$ cat src/rtl/logic_pipe_if.sv
// Operand/result handshake bundle for logic_pipe.
// The parity signal exists only when LOGIC_PIPE_PARITY_EN is defined.
interface logic_pipe_if #(
    parameter int WIDTH = 8
);
    logic             in_valid;
    logic             in_ready;
    logic [WIDTH-1:0] in0;
    logic [WIDTH-1:0] in1;
    logic [2:0]       op;
    logic             out_valid;
    logic             out_ready;
    logic [WIDTH-1:0] out;
    logic             zero;
    logic             ones;
    logic [15:0]      op_count;
`ifdef LOGIC_PIPE_PARITY_EN
    logic             parity;

    modport master (
        output in_valid, in0, in1, op, out_ready,
        input  in_ready, out_valid, out, zero, ones, op_count, parity
    );
    modport slave (
        input  in_valid, in0, in1, op, out_ready,
        output in_ready, out_valid, out, zero, ones, op_count, parity
    );
`else
    modport master (
        output in_valid, in0, in1, op, out_ready,
        input  in_ready, out_valid, out, zero, ones, op_count
    );
    modport slave (
        input  in_valid, in0, in1, op, out_ready,
        output in_ready, out_valid, out, zero, ones, op_count
    );
`endif
endinterface

$ cat src/rtl/logic_pipe.sv
// Two-stage WIDTH-bit bitwise logic unit with valid/ready flow control.
// Optional registered parity output enabled by LOGIC_PIPE_PARITY_EN.
module logic_pipe #(
    parameter int WIDTH = 8
) (
    input  logic         clk,
    input  logic         rst,
    logic_pipe_if.slave  bus
);

    localparam logic [2:0] OP_NAND = 3'b000;
    localparam logic [2:0] OP_AND  = 3'b001;
    localparam logic [2:0] OP_OR   = 3'b010;
    localparam logic [2:0] OP_NOR  = 3'b011;
    localparam logic [2:0] OP_XOR  = 3'b100;
    localparam logic [2:0] OP_XNOR = 3'b101;
    localparam logic [2:0] OP_NOT  = 3'b110;
    localparam logic [2:0] OP_PASS = 3'b111;

    logic             s1_valid_q, s1_valid_d;
    logic [WIDTH-1:0] s1_a_q, s1_a_d;
    logic [WIDTH-1:0] s1_b_q, s1_b_d;
    logic [2:0]       s1_op_q, s1_op_d;
    logic             out_valid_q, out_valid_d;
    logic [WIDTH-1:0] out_q, out_d;
    logic             zero_q, zero_d;
    logic             ones_q, ones_d;
    logic [15:0]      op_count_q, op_count_d;
`ifdef LOGIC_PIPE_PARITY_EN
    logic             parity_q, parity_d;
`endif

    logic             s1_adv;
    logic             s2_adv;
    logic [WIDTH-1:0] res;

    // in_ready is combinational from out_ready; there is no skid buffer.
    assign s2_adv = !out_valid_q || bus.out_ready;
    assign s1_adv = !s1_valid_q || s2_adv;

    always_comb begin
        res = '0;
        unique case (s1_op_q)
            OP_NAND: res = ~(s1_a_q & s1_b_q);
            OP_AND:  res = s1_a_q & s1_b_q;
            OP_OR:   res = s1_a_q | s1_b_q;
            OP_NOR:  res = ~(s1_a_q | s1_b_q);
            OP_XOR:  res = s1_a_q ^ s1_b_q;
            OP_XNOR: res = ~(s1_a_q ^ s1_b_q);
            OP_NOT:  res = ~s1_a_q;
            OP_PASS: res = s1_a_q;
            default: res = '0;
        endcase
    end

    always_comb begin
        s1_valid_d  = s1_valid_q;
        s1_a_d      = s1_a_q;
        s1_b_d      = s1_b_q;
        s1_op_d     = s1_op_q;
        out_valid_d = out_valid_q;
        out_d       = out_q;
        zero_d      = zero_q;
        ones_d      = ones_q;
        op_count_d  = op_count_q;
`ifdef LOGIC_PIPE_PARITY_EN
        parity_d    = parity_q;
`endif
        if (s1_adv) begin
            s1_valid_d = bus.in_valid;
            if (bus.in_valid) begin
                s1_a_d  = bus.in0;
                s1_b_d  = bus.in1;
                s1_op_d = bus.op;
            end
        end
        if (s2_adv) begin
            out_valid_d = s1_valid_q;
            if (s1_valid_q) begin
                out_d  = res;
                zero_d = (res == '0);
                ones_d = &res;
`ifdef LOGIC_PIPE_PARITY_EN
                parity_d = ^res;
`endif
            end
        end
        if (out_valid_q && bus.out_ready) begin
            op_count_d = op_count_q + 16'd1;
        end
    end

    always_ff @(posedge clk or posedge rst) begin
        if (rst) begin
            s1_valid_q  <= 1'b0;
            s1_a_q      <= '0;
            s1_b_q      <= '0;
            s1_op_q     <= 3'b000;
            out_valid_q <= 1'b0;
            out_q       <= '0;
            zero_q      <= 1'b0;
            ones_q      <= 1'b0;
            op_count_q  <= 16'd0;
`ifdef LOGIC_PIPE_PARITY_EN
            parity_q    <= 1'b0;
`endif
        end else begin
            s1_valid_q  <= s1_valid_d;
            s1_a_q      <= s1_a_d;
            s1_b_q      <= s1_b_d;
            s1_op_q     <= s1_op_d;
            out_valid_q <= out_valid_d;
            out_q       <= out_d;
            zero_q      <= zero_d;
            ones_q      <= ones_d;
            op_count_q  <= op_count_d;
`ifdef LOGIC_PIPE_PARITY_EN
            parity_q    <= parity_d;
`endif
        end
    end

    assign bus.in_ready  = s1_adv;
    assign bus.out_valid = out_valid_q;
    assign bus.out       = out_q;
    assign bus.zero      = zero_q;
    assign bus.ones      = ones_q;
    assign bus.op_count  = op_count_q;
`ifdef LOGIC_PIPE_PARITY_EN
    assign bus.parity    = parity_q;
`endif

endmodule

$ cat src/flat_wrapper.sv
// flat-port wrapper written by rule: the top's interface ports become plain ports
module logic_pipe_flat 
#(
    parameter int WIDTH = 8
)
  (clk, rst, bus_in_valid, bus_in0, bus_in1, bus_op, bus_out_ready, bus_in_ready, bus_out_valid, bus_out, bus_zero, bus_ones, bus_op_count);
  logic_pipe_if #(.WIDTH(WIDTH)) bus_i ();
  input  logic clk;
  input  logic rst;
  input wire logic [$bits(bus_i.in_valid)-1:0] bus_in_valid;
  input wire logic [$bits(bus_i.in0)-1:0] bus_in0;
  input wire logic [$bits(bus_i.in1)-1:0] bus_in1;
  input wire logic [$bits(bus_i.op)-1:0] bus_op;
  input wire logic [$bits(bus_i.out_ready)-1:0] bus_out_ready;
  output wire logic [$bits(bus_i.in_ready)-1:0] bus_in_ready;
  output wire logic [$bits(bus_i.out_valid)-1:0] bus_out_valid;
  output wire logic [$bits(bus_i.out)-1:0] bus_out;
  output wire logic [$bits(bus_i.zero)-1:0] bus_zero;
  output wire logic [$bits(bus_i.ones)-1:0] bus_ones;
  output wire logic [$bits(bus_i.op_count)-1:0] bus_op_count;
  assign bus_i.in_valid = bus_in_valid;
  assign bus_i.in0 = bus_in0;
  assign bus_i.in1 = bus_in1;
  assign bus_i.op = bus_op;
  assign bus_i.out_ready = bus_out_ready;
  assign bus_in_ready = bus_i.in_ready;
  assign bus_out_valid = bus_i.out_valid;
  assign bus_out = bus_i.out;
  assign bus_zero = bus_i.zero;
  assign bus_ones = bus_i.ones;
  assign bus_op_count = bus_i.op_count;
  logic_pipe #(.WIDTH(WIDTH)) u_core (.clk(clk), .rst(rst), .bus(bus_i));
endmodule
$ cat config.mk
export PLATFORM = sky130hd
export DESIGN_NAME = logic_pipe_flat
export DESIGN_NICKNAME = d
export VERILOG_FILES = /design/src/rtl/logic_pipe_if.sv /design/src/rtl/logic_pipe.sv /design/src/flat_wrapper.sv
export SDC_FILE = /design/constraint.sdc
export NUM_CORES = 1
export LEC_CHECK = 0
export ABC_AREA = 0
export CORE_MARGIN = 1.5
export CORE_UTILIZATION = 49
export CTS_BUF_LIST = sky130_fd_sc_hd__clkbuf_4 sky130_fd_sc_hd__clkbuf_8
export CTS_CLUSTER_DIAMETER = 200
export DETAILED_ROUTE_END_ITERATION = 8
export GPL_ROUTABILITY_DRIVEN = 0
export PLACE_DENSITY = 0.82
export SYNTH_ARGS = -nofsm -noshare
export SYNTH_HDL_FRONTEND = slang
export SYNTH_SLANG_ARGS = --single-unit
$ cat constraint.sdc
create_clock -name clk -period 2.1 [get_ports clk]
set_clock_uncertainty 0.2 [all_clocks]
set_input_delay 0.315 -clock clk [delete_from_list [all_inputs] [get_ports clk]]
set_output_delay 0.315 -clock clk [all_outputs]
set_load 0.01 [all_outputs]
==> impl_metrics.tcl, run 1 <==
set metrics [dict create \
    drt_wl_total_um 5670 \
    synthSimpleGateAreaFrac 0.149 \
    ys.flop_type "dfrtp_1" \
    area_growth_pct 35.6 \
    synth-edff-count 0 \
    cap_viol_max_count 0 \
    routedWlPerCell_um 14.1 \
    drive_gt1_frac 0.252 \
    max_freq_mhz 452 \
    final_cell_mix "clkdlybuf4s50_1 (49), dfrtp_1 (46), buf_4 (31)" \
    p_per_area_nw_per_um2 880 \
    fin_crit_sh 1.05 \
    top_usage_layer "met2" \
    postSynthAreaPerCell_um2 10.7 \
    min_period_ns 2.21 \
    synth_compound_area_frac 0.0786 \
    seqPwrFrac 0.394 \
    ys_types 41 \
    slew-limit-headroom 0.703 \
    grt_use_met1 0.248 \
    endpoint_kind "flip-flop" \
    htreeDepth 2 \
    port_buffers 50 \
    critPathKind "reg2reg" \
    clkTransAtPathRegs_ns 0.09 \
    holdBufCountCts 0 \
    antenna_left 0 \
    startpoint_type "flip-flop" \
    grtUsageTotal 0.204 \
    grt_max_degree 48 \
    numCtsBuffers 5 \
    finalSetupViolations 2 \
    grt_pass1_vias 2112 \
    final_common_cell "clkdlybuf4s50_1" \
    clock_sinks 47 \
    multiInputGateArea_um2 1400 \
    use_met2 0.352 \
    first_pass_iters 4 \
    drtIter0Drc 146 \
    synth_top_family_by_area "simple AND/OR/NAND/NOR gates" \
    die_w_um 76.9 \
    internal_power_w 0.00213 \
    switching_share 0.332 \
    synthesis.nets 291 \
    switchingPower_w 0.00106 \
    ys_seq_elements 47 \
    critPathArrivalTime_ns 2.27 \
    combPwrFrac 0.419 \
    ff_latch_area_um2 1180 \
    holdCritPathClass "in2async" \
    final_util 0.702 \
    hold_viol_final 0 \
    core_um2 5170 \
    die_y_um 76.9 \
    seq_area_frac_synth 0.440 \
    p_leak_nw 1.63 \
    layout_setup_ws_ns -0.112 \
    power_w 0.00319 \
    grt_util_met3 0.0429 \
    diodes 0 \
    nFillCells 386 \
    vias_per_cell 5.20 \
    clk_latency_ns 0.31 \
    vdd_drop_max_mv 0.447 \
    nNetsFinal 372 \
    synth_xor_area_frac 0.0622 \
    drc_errors 0 \
    synthAdderAreaFrac 0.0795 \
    root_buffer "clkbuf_8" \
    worstMarginPinSlew_ns 0.442 \
    dieArea_um2 5910 \
    grt_pass1_wl_um 9670 \
    report.final.slew_viol_count 0 \
    initial_core_util 0.517 \
    violations "setup timing" \
    antenna_found_initial 0 \
    synthCells 251 \
    clkPwrFrac 0.187 \
    cts_tree "yes" \
    async_flop_share 1.00 \
    rsz0062_at_grt "yes" \
    fp-row-count 26 \
    synth_mux_area_frac 0.136 \
    critPathMaxFanout 2 \
    gr-total-overflow 0 \
    required_ns 2.16 \
    cts_buffer_depth 2 \
    pre_cts_ws_ns -0.145 \
    status "complete, but fails checks" \
    dp_hpwl_um 3940 \
    num_vias 2096 \
    ys.warnings.count 0 \
    syn_area_um2 2680 \
    io_pins 51 \
]
-- stage by stage --
stage	TNS, ns	instance area, um2	instances	hold WS, ns
final	-0.137	3630	403	0.139
after global placement	-0.100	3430	388	0.258
after detailed placement	-0.152	3430	388	0.262
after floorplan	-0.0585	2670	251	0.223
after global routing	-0.425	3630	403	0.155
after CTS	-0.173	3580	402	0.156
-- final timing paths --
check / startpoint / to / slack (ns) / cells after the start
max: u_core.s1_b_q[5]$_DFFE_PP0P_ / u_core.bus.zero$_DFFE_PP0P_ / -0.11 / 8
min: rst / u_core.bus.op_count[8]$_DFFE_PP0P_ / 0.14 / 3
max reg2reg: u_core.s1_b_q[5]$_DFFE_PP0P_ / u_core.bus.zero$_DFFE_PP0P_ / -0.11 / 8
min reg2reg: u_core.bus.op_count[15]$_DFFE_PP0P_ / u_core.bus.op_count[15]$_DFFE_PP0P_ / 0.27 / 1
max in group asynchronous: rst / u_core.s1_op_q[1]$_DFFE_PP0P_ / 1.32 / 3
min in group clk: u_core.bus.op_count[15]$_DFFE_PP0P_ / u_core.bus.op_count[15]$_DFFE_PP0P_ / 0.27 / 1
-- cells by family (layout without fill, tap and decap cells) --
family          count (synthesis)  in the layout
simple gates                   75             75
buf+inv                        34            116
compound gates                 30             30
fa+ha+maj                      17             17
flops                          47             47
mux                            29             29
xor+xnor                       19             19
-- layer usage --
| layer | wire length (um) | vias to the layer above |
|---|---|---|
| met3 | 204 | 11 |
| met1 | 2520 | 1020 |
| li1 | - | 1020 |
| met4 | 112 | 0 |
| met5 | 0 | - |
| met2 | 2830 | 45 |
-- sequential cells by signal, indices dropped and copies added, names as in the netlist --
name / cells
u_core.s1_a_q: 8
u_core.s1_op_q: 3
u_core.s1_valid_q: 1
u_core.bus.out_valid: 1
u_core.bus.zero: 1
u_core.bus.ones: 1
u_core.bus.op_count: 16
u_core.s1_b_q: 8
u_core.bus.out: 8
-- power by group through the flow --
stage	Combinational [W]	Clock, W	Sequential, W
after detailed placement	0.00124	0	0.00128
after CTS	0.00130	0.000606	0.00126
after global placement	0.00121	0	0.00127
after floorplan	0.000629	0	0.00130
final	0.00134	0.000598	0.00126
after global routing	0.00146	0.000645	0.00129
-- critical path, stage by stage, from the launching register on --
cell and delay, ns:
dfrtp_1 0.37, inv_1 0.05, ha_1 0.27, inv_1 0.04, mux4_2 0.47, nor3_2 0.20, nand2_1 0.10, a2111oi_2 0.29
a22o_1 0.16
-- synthesized netlist by cell type (all sizes together), types with 3 or more instances --
library cell,n,area share
ha,17,0.080
a21oi,4,0.0075
nand2,23,0.032
buf,5,0.013
nor2,10,0.014
mux2,26,0.11
o31ai,3,0.0084
xor2,4,0.013
clkbuf,4,0.0070
dfrtp,47,0.44
o21ai,6,0.011
a31oi,4,0.0094
a211oi,3,0.0084
inv,25,0.035
and3,4,0.0094
nand4bb,3,0.013
nand2b,6,0.014
mux4,3,0.027
nor3,4,0.0094
xnor2,15,0.049
nor2b,8,0.019
nand3,8,0.015
nand4,4,0.0094
-- timing repair --
item / in CTS / in global routing
pin swaps: 2 / 3
endpoints found under the setup margin: 2 / 6
resized for setup: 2 / 10
buffers inserted: 6 / 1
-- layout make-up --
class / instances / share of cell area
clock buffer: 6 / 0.0228
sequential: 47 / 0.324
inverter: 25 / 0.0259
multi-input combinational: 170 / 0.384
tap: 70 / 0.0241
clock inverter: 2 / 0.00448
timing repair buffer: 83 / 0.214
(Power assumes the default switching activity.)
==> inputs of run 2 (changes only) <==
Settings changed: SKIP_LAST_GASP from default to 1.
==> run 2 against run 1 <==
- the run still ends with setup timing left
- utilization shrank 0.097 points
- non-clock buffer count stayed put
- die area is the same
- fmax fell by 0.30%
- critical path depth stayed put
- clock-buffer cell count is the same
- global-route usage stayed put
- sequential cell count unchanged
- register-to-register slack hardly changed
- critical path type unchanged
- largest power group unchanged
==> impl_metrics.tcl, run 2 (synthesized netlist as in run 1, its figures left out) <==
set metrics [dict create \
    routedWlPerCell_um 13.8 \
    core_um2 5170 \
    p_per_area_nw_per_um2 878 \
    first_pass_iters 4 \
    clkTransAtPathRegs_ns 0.09 \
    report.final.slew_viol_count 0 \
    cap_viol_max_count 0 \
    antenna_found_initial 0 \
    violations "setup timing" \
    htreeDepth 2 \
    fin_crit_sh 1.06 \
    status "complete, but fails checks" \
    nNetsFinal 372 \
    drc_errors 0 \
    endpoint_kind "flip-flop" \
    slew-limit-headroom 0.702 \
    die_y_um 76.9 \
    critPathArrivalTime_ns 2.28 \
    fin_area_um2 3620 \
    numCtsBuffers 5 \
    dieArea_um2 5910 \
    area_growth_pct 35.5 \
    finalSetupViolations 2 \
    place_area_um2 3430 \
    holdCritPathClass "in2async" \
    critPathMaxFanout 2 \
    gr-total-overflow 0 \
    drtIter0Drc 124 \
    p_leak_nw 1.63 \
    holdWs_ns 0.140 \
    grtUsageTotal 0.204 \
    max_freq_mhz 451 \
    vias_per_cell 5.21 \
    grt_pass1_wl_um 9670 \
    min_period_ns 2.22 \
    num_vias 2099 \
    port_buffers 50 \
    pre_cts_ws_ns -0.145 \
    die_w_um 76.9 \
    hold_viol_final 0 \
    drive_gt1_frac 0.249 \
    clock_sinks 47 \
    setup_tns_ns -0.149 \
    root_buffer "clkbuf_8" \
    layout_setup_ws_ns -0.119 \
    largest_reg_flops 16 \
    antenna_left 0 \
    cts_tree "yes" \
    io_pins 51 \
    required_ns 2.16 \
    cts_buffer_depth 2 \
    dp_hpwl_um 3940 \
    clk_latency_ns 0.31 \
    final_common_cell "clkdlybuf4s50_1" \
    initial_core_util 0.517 \
    diodes 0 \
    critPathKind "reg2reg" \
    grt_pass1_vias 2112 \
    startpoint_type "flip-flop" \
    fp-row-count 26 \
    grt_max_degree 48 \
    worstMarginPinSlew_ns 0.444 \
    final_cell_mix "clkdlybuf4s50_1 (49), dfrtp_1 (46), buf_4 (31)" \
    rsz0062_at_grt "yes" \
    drt_wl_total_um 5570 \
    vdd_drop_max_mv 0.444 \
]
## run 2: cell types whose count changed in the layout (fill, tap and decap cells not counted)
cell and change:
a211oi_1 +1, a211oi_2 -1
## run 2: worst max-delay path: stages (launching register included)
cell,delay [ns]
dfrtp_1,0.37
inv_1,0.05
ha_1,0.27
inv_1,0.04
mux4_2,0.47
nor3_2,0.20
nand2_1,0.10
a2111oi_2,0.29
a22o_1,0.16
## run 2: path summary, 6_finish.rpt
path                                                      from  cells past startpoint  slack (ns)                             endpoint
hold / removal                                             rst                      3        0.14   u_core.bus.op_count[8]$_DFFE_PP0P_
min in group clk           u_core.bus.op_count[15]$_DFFE_PP0P_                      1        0.27  u_core.bus.op_count[15]$_DFFE_PP0P_
setup reg to reg                  u_core.s1_b_q[5]$_DFFE_PP0P_                      8       -0.12          u_core.bus.zero$_DFFE_PP0P_
setup / recovery                  u_core.s1_b_q[5]$_DFFE_PP0P_                      8       -0.12          u_core.bus.zero$_DFFE_PP0P_
hold reg to reg            u_core.bus.op_count[15]$_DFFE_PP0P_                      1        0.27  u_core.bus.op_count[15]$_DFFE_PP0P_
max in group asynchronous                                  rst                      3        1.32        u_core.s1_op_q[1]$_DFFE_PP0P_
## run 2: area by class of cell
class	count	area, um2
fill	384	1550
multi-input combinational	170	1390
sequential	47	1180
timing repair buffer	83	776
inverter	25	93.8
tap	70	87.6
clock buffer	6	82.6
clock inverter	2	16.3
## run 2: through the flow
stage | utilization | total power [W] | std cells
final | 0.701 | 0.00318 | 403
after global placement | 0.663 | 0.00248 | 388
after global routing | 0.701 | 0.00339 | 403
after CTS | 0.692 | 0.00316 | 402
after detailed placement | 0.663 | 0.00252 | 388
after floorplan | - | 0.00193 | 251
## run 2: power breakdown
part / internal, W / switching [W]
combinational: 0.000771 / 0.000559
clock: 0.000269 / 0.000326
sequential: 0.00109 / 0.000167
## run 2: what timing repair did
action / in CTS / in global routing
hold buffers: 0 / 0
buffers inserted: 6 / 1
resized for setup: 2 / 9
pin swaps: 2 / 3
endpoints found under the setup margin: 2 / 6
## run 2: layer usage
metal,part of all wire,track usage,up-vias
met5,0,0,-
met4,0.018,0.0815,0
met3,0.035,0.0429,9
met2,0.50,0.352,44
met1,0.45,0.248,1027
li1,-,-,1019
